$ cat config.mk
export PLATFORM = sky130hd
export DESIGN_NAME = rr_index_arbiter
export DESIGN_NICKNAME = d
export VERILOG_FILES = /design/src/rtl/rr_index_arbiter_pkg.sv /design/src/rtl/rr_index_arbiter_pick.sv /design/src/rtl/rr_index_arbiter.sv
export SDC_FILE = /design/constraint.sdc
export NUM_CORES = 1
export LEC_CHECK = 0
export CAP_MARGIN = 40
export CORE_MARGIN = 5
export CORE_UTILIZATION = 44
export DETAILED_ROUTE_END_ITERATION = 8
export GPL_ROUTABILITY_DRIVEN = 0
export PLACE_DENSITY = 0.69
export SLEW_MARGIN = 0
export SYNTH_ARGS = -nofsm -noshare
export SYNTH_HDL_FRONTEND = slang
export SYNTH_SLANG_ARGS = --single-unit
$ cat constraint.sdc
create_clock -name clk -period 2.68 [get_ports clk]
set_input_delay 0.536 -clock clk [delete_from_list [all_inputs] [get_ports clk]]
set_output_delay 0.536 -clock clk [all_outputs]
set_load 0.01 [all_outputs]
$ cat src/rtl/rr_index_arbiter_pkg.sv
// rr_arb_pkg: shared FSM state type and default index width for the round-robin index arbiter.
package rr_arb_pkg;
    typedef enum logic {IDLE, GRANT} rr_state_t;
    localparam int RR_N_DEFAULT = 3;
endpackage

$ cat src/rtl/rr_index_arbiter_pick.sv
// rr_pick: combinational rotating-priority picker; first set req bit scanning upward from ptr, wrapping.
module rr_pick #(
    parameter int N = 3
) (
    input  logic [(1<<N)-1:0] req,
    input  logic [N-1:0]      ptr,
    output logic              hit,
    output logic [N-1:0]      idx
);
    // Walk offsets from farthest to nearest so the nearest set bit is assigned last and wins.
    always_comb begin
        idx = ptr;
        for (int i = (1<<N)-1; i >= 0; i--)
            if (req[ptr + N'(i)]) idx = ptr + N'(i);
    end
    assign hit = |req;
endmodule

$ cat src/rtl/rr_index_arbiter.sv
// rr_index_arbiter: round-robin arbiter over 1<<N requesters, grant held until gnt_ack.
// Optional watchdog release with timeout pulse when RR_ARB_TIMEOUT_EN is defined.
module rr_index_arbiter
    import rr_arb_pkg::*;
#(
    parameter int N           = RR_N_DEFAULT,
    parameter int TIMEOUT_CYC = 16
) (
    input  logic              clk,
    input  logic              rst,
    input  logic [(1<<N)-1:0] req,
    output logic [N-1:0]      gnt_idx,
    output logic              gnt_valid,
    input  logic              gnt_ack
`ifdef RR_ARB_TIMEOUT_EN
    ,
    output logic              timeout
`endif
);
    if (TIMEOUT_CYC < 2) begin : g_bad_timeout
        $error("TIMEOUT_CYC must be >= 2");
    end

    rr_state_t      state_q, state_d;
    logic [N-1:0]   gnt_idx_q, gnt_idx_d, ptr_q, ptr_d, pick_idx;
    logic           gnt_valid_q, gnt_valid_d, pick_hit, rel;

    rr_pick #(.N(N)) u_pick (.req(req), .ptr(ptr_q), .hit(pick_hit), .idx(pick_idx));

`ifdef RR_ARB_TIMEOUT_EN
    localparam int CW = $clog2(TIMEOUT_CYC);
    logic [CW-1:0] wd_cnt_q, wd_cnt_d;
    logic          timeout_q, timeout_d, wd_fire;
    // gnt_ack wins over a coincident watchdog expiry, so no pulse in that case.
    assign wd_fire   = state_q == GRANT && !gnt_ack && wd_cnt_q == CW'(TIMEOUT_CYC - 1);
    assign rel       = gnt_ack || wd_fire;
    assign wd_cnt_d  = (state_q == GRANT && !rel) ? wd_cnt_q + 1'b1 : '0;
    assign timeout_d = wd_fire;
    assign timeout   = timeout_q;
    always_ff @(posedge clk or posedge rst)
        if (rst) begin
            wd_cnt_q  <= '0;
            timeout_q <= 1'b0;
        end else begin
            wd_cnt_q  <= wd_cnt_d;
            timeout_q <= timeout_d;
        end
`else
    assign rel = gnt_ack;
`endif

    always_comb begin
        state_d     = state_q;
        gnt_idx_d   = gnt_idx_q;
        gnt_valid_d = gnt_valid_q;
        ptr_d       = ptr_q;
        if (state_q == IDLE) begin
            if (pick_hit) begin
                gnt_idx_d   = pick_idx;
                gnt_valid_d = 1'b1;
                state_d     = GRANT;
            end
        end else if (rel) begin
            ptr_d       = gnt_idx_q + 1'b1;
            gnt_valid_d = 1'b0;
            state_d     = IDLE;
        end
    end

    always_ff @(posedge clk or posedge rst)
        if (rst) begin
            state_q     <= IDLE;
            gnt_idx_q   <= '0;
            gnt_valid_q <= 1'b0;
            ptr_q       <= '0;
        end else begin
            state_q     <= state_d;
            gnt_idx_q   <= gnt_idx_d;
            gnt_valid_q <= gnt_valid_d;
            ptr_q       <= ptr_d;
        end

    assign gnt_idx   = gnt_idx_q;
    assign gnt_valid = gnt_valid_q;
endmodule

==> impl_metrics.tcl, run 1 <==
set metrics [dict create \
    worstMarginPinSlew_ns 0.410 \
    antenna_found_initial 0 \
    fin_crit_sh_pct 93.1 \
    grt_usage_pct 17.7 \
    drtIter0Drc 91 \
    hold_ws_ns 0.506 \
    grt_max_degree 21 \
    cts_tree "built" \
    core.rowCount 18 \
    status "complete, no violations" \
    wire_per_inst_um 15.9 \
    fin_crit_ns 2.50 \
    critical_path_required_ns 2.82 \
    synthToLayoutAreaGrowth_pct 19.9 \
    cp-end-kind "flip-flop" \
    die_h_um 59.8 \
    synth_seq_cells 8 \
    tns_ns 0 \
    routed_wl_um 2740 \
    overflow 0 \
    cts_root_buf "clkbuf_4" \
    fin_ws_ns 0.184 \
    htree_num_levels 1 \
    arrival_ns 2.64 \
    startpoint "req[7]" \
    clk_pin_slew_ns 0.05 \
    critPathLaunchType "input pin" \
    die_w_um 59.8 \
    die_area_sq_um 3570 \
    synth_area_per_cell_sq_um 8.72 \
    maxSlewViolCount 0 \
    clockBufferDepth 2 \
    initial_core_util_pct 44.8 \
    yosysWarnings 0 \
    rsz0062_at_grt "false" \
    dp_cells 169 \
    hold_class "flip-flop to flip-flop" \
    placed_area_sq_um 1280 \
    ios 15 \
    synth-async-reset-ratio_pct 100 \
    crit-reg2reg-launch "ptr_q[1]" \
    coreArea_sq_um 2430 \
    first_global_vias 1025 \
    layout-drive-gt1-share_pct 15.5 \
    vias_per_cell 6.23 \
    netlist_instances 125 \
    synth.distinct_cells 37 \
    dr_total_vias 1071 \
    fin_skew_ns 0.00363 \
    cellLeakagePower_nw 0.528 \
    vdd_ir_drop_max_uv 627 \
    synth_nets 139 \
    fillers 225 \
    hold_buffers 0 \
    cts_resized 0 \
    firstDrtPassIters 4 \
    synth_area_sq_um 1090 \
    cts_setup_buffers 0 \
    fmax_mhz 401 \
    nNetsFinal 158 \
    hp-start "gnt_valid" \
    port-buffer-count 14 \
    final_hold_viol_count 0 \
    synth-edff-count 0 \
    ys_seq_area_share_pct 18.4 \
    setup_viol 0 \
    grt_pass1_wl_um 4820 \
    power.density_nw_per_um2 1200 \
    path_class "input pin to flip-flop" \
    max_slew_margin_pct 72.4 \
    stdcell_count 172 \
    pre_cts_slack_ns -0.0931 \
    ys.flop_type "dfrtp_1" \
    insertion_delay_ns 0.27 \
    ant_nets 0 \
    worst-path-max-fanout 6 \
    antennaDiodeCount 0 \
    post-route-cell-area_sq_um 1310 \
    numCtsBuffers 3 \
    hpwl_um 2130 \
    cap_violations 0 \
    drc 0 \
    cts.sinks 8 \
]
## worst paths after layout
kind / to / slack, ns / cells past startpoint
worst max-delay path: gnt_idx[2] / 0.18 / 7
worst min-delay path: gnt_valid / 0.51 / 1
worst max register to register: gnt_idx[2] / 0.21 / 8
worst min register to register: gnt_valid / 0.51 / 1
max in group asynchronous: gnt_idx[2] / 1.93 / 2
min in group asynchronous: ptr_q[1] / 0.52 / 2
## final cells by class
cell class / instances / area, sq um / area share [%]
clock buffers: 3 / 22.5 / 1.72
inverters: 5 / 18.8 / 1.44
multi-input cells: 105 / 835 / 63.9
flip-flops and latches: 8 / 200 / 15.3
well taps: 30 / 37.5 / 2.87
repair buffers: 21 / 193 / 14.8
## report_power, final
| part | internal (W) | switching (W) | leakage [nW] |
|---|---|---|---|
| clock network | 0.0000516 | 0.0000459 | 0.0138 |
| logic | 0.000591 | 0.000669 | 0.419 |
| registers | 0.000166 | 0.0000386 | 0.0954 |
## registers in the layout (all words and copies together), names as in the netlist
register,flops
state_q,1
ptr_q,3
gnt_valid,1
gnt_idx,3
## routing by layer
layer | global-route usage (%) | up-vias | part of all wire [%]
li1 | - | 516 | -
met2 | 27.5 | 32 | 46
met5 | 0 | - | 0
met3 | 1.94 | 3 | 3.2
met4 | 6.65 | 0 | 1.5
met1 | 25.1 | 520 | 49
## critical path: stages
cell             delay (ns)
clkdlybuf4s50_1        0.50
mux4_1                 0.61
nor2b_1                0.21
a211o_1                0.28
a32o_1                 0.24
a21oi_1                0.17
o31ai_1                0.09
## through the flow
step | power [W] | util (%)
2_1_floorplan | 0.00114 | -
3_3_place_gp | 0.00144 | 52.8
4_1_cts | 0.00156 | 53.7
3_5_place_dp | 0.00145 | 52.8
5_1_grt | 0.00172 | 53.7
6_report | 0.00156 | 53.7
## cells by family after synthesis
group / Yosys count / share of synthesized area, %
flops: 8 / 18.4
xor+xnor: 3 / 2.41
buf+inv: 12 / 5.05
mux: 25 / 32.7
simple gates: 45 / 20.2
compound gates: 29 / 17.8
fa+ha+maj: 3 / 3.44
## cell usage after synthesis (2+ instances only)
cell type / number / area [sq um]
o21a_1: 2 / 15.0
o31ai_1: 2 / 15.0
nor3_1: 5 / 25.0
clkbuf_1: 4 / 15.0
mux4_2: 5 / 113
buf_2: 2 / 10.0
ha_1: 3 / 37.5
nor2b_1: 4 / 25.0
a21oi_1: 4 / 20.0
nand2b_1: 2 / 12.5
xor2_1: 2 / 17.5
o21ai_0: 10 / 50.1
mux2_2: 5 / 56.3
mux2i_1: 12 / 120
nand4_1: 2 / 12.5
dfrtp_1: 8 / 200
nand2_1: 19 / 71.3
a211oi_1: 2 / 15.0
mux4_1: 2 / 52.6
a22oi_1: 2 / 15.0
a31oi_1: 2 / 12.5
inv_1: 5 / 18.8
nand3_1: 6 / 30.0
nor4_1: 2 / 12.5
## cell usage in the layout (no fill, tap or decap), types with 2 or more instances in the layout
| cell type | n |
|---|---|
| clkbuf_4 | 3 |
| nand2b_1 | 2 |
| o21a_1 | 2 |
| nand2_1 | 19 |
| mux4_2 | 5 |
| a211oi_1 | 2 |
| xor2_1 | 2 |
| mux2_2 | 5 |
| nor3_1 | 5 |
| o31ai_1 | 2 |
| buf_4 | 7 |
| nor4_1 | 2 |
| nand3_1 | 6 |
| inv_1 | 5 |
| mux2i_1 | 12 |
| clkdlybuf4s50_1 | 14 |
| ha_1 | 3 |
| o21ai_0 | 10 |
| nor2b_1 | 4 |
| nand4_1 | 2 |
| a22oi_1 | 2 |
| dfrtp_1 | 8 |
| a21oi_1 | 4 |
| a31oi_1 | 2 |
| mux4_1 | 2 |
(Power assumes the default switching activity.)
==> run 2, diff against run 1 <==
--- a/config.mk
+++ b/config.mk
@@ -11,7 +11,7 @@
 export DETAILED_ROUTE_END_ITERATION = 8
 export GPL_ROUTABILITY_DRIVEN = 0
 export PLACE_DENSITY = 0.69
-export SLEW_MARGIN = 0
+export SLEW_MARGIN = 20
 export SYNTH_ARGS = -nofsm -noshare
 export SYNTH_HDL_FRONTEND = slang
 export SYNTH_SLANG_ARGS = --single-unit
==> results of run 2 <==
No change in the layout: final DEF, timing and power equal those of run 1.
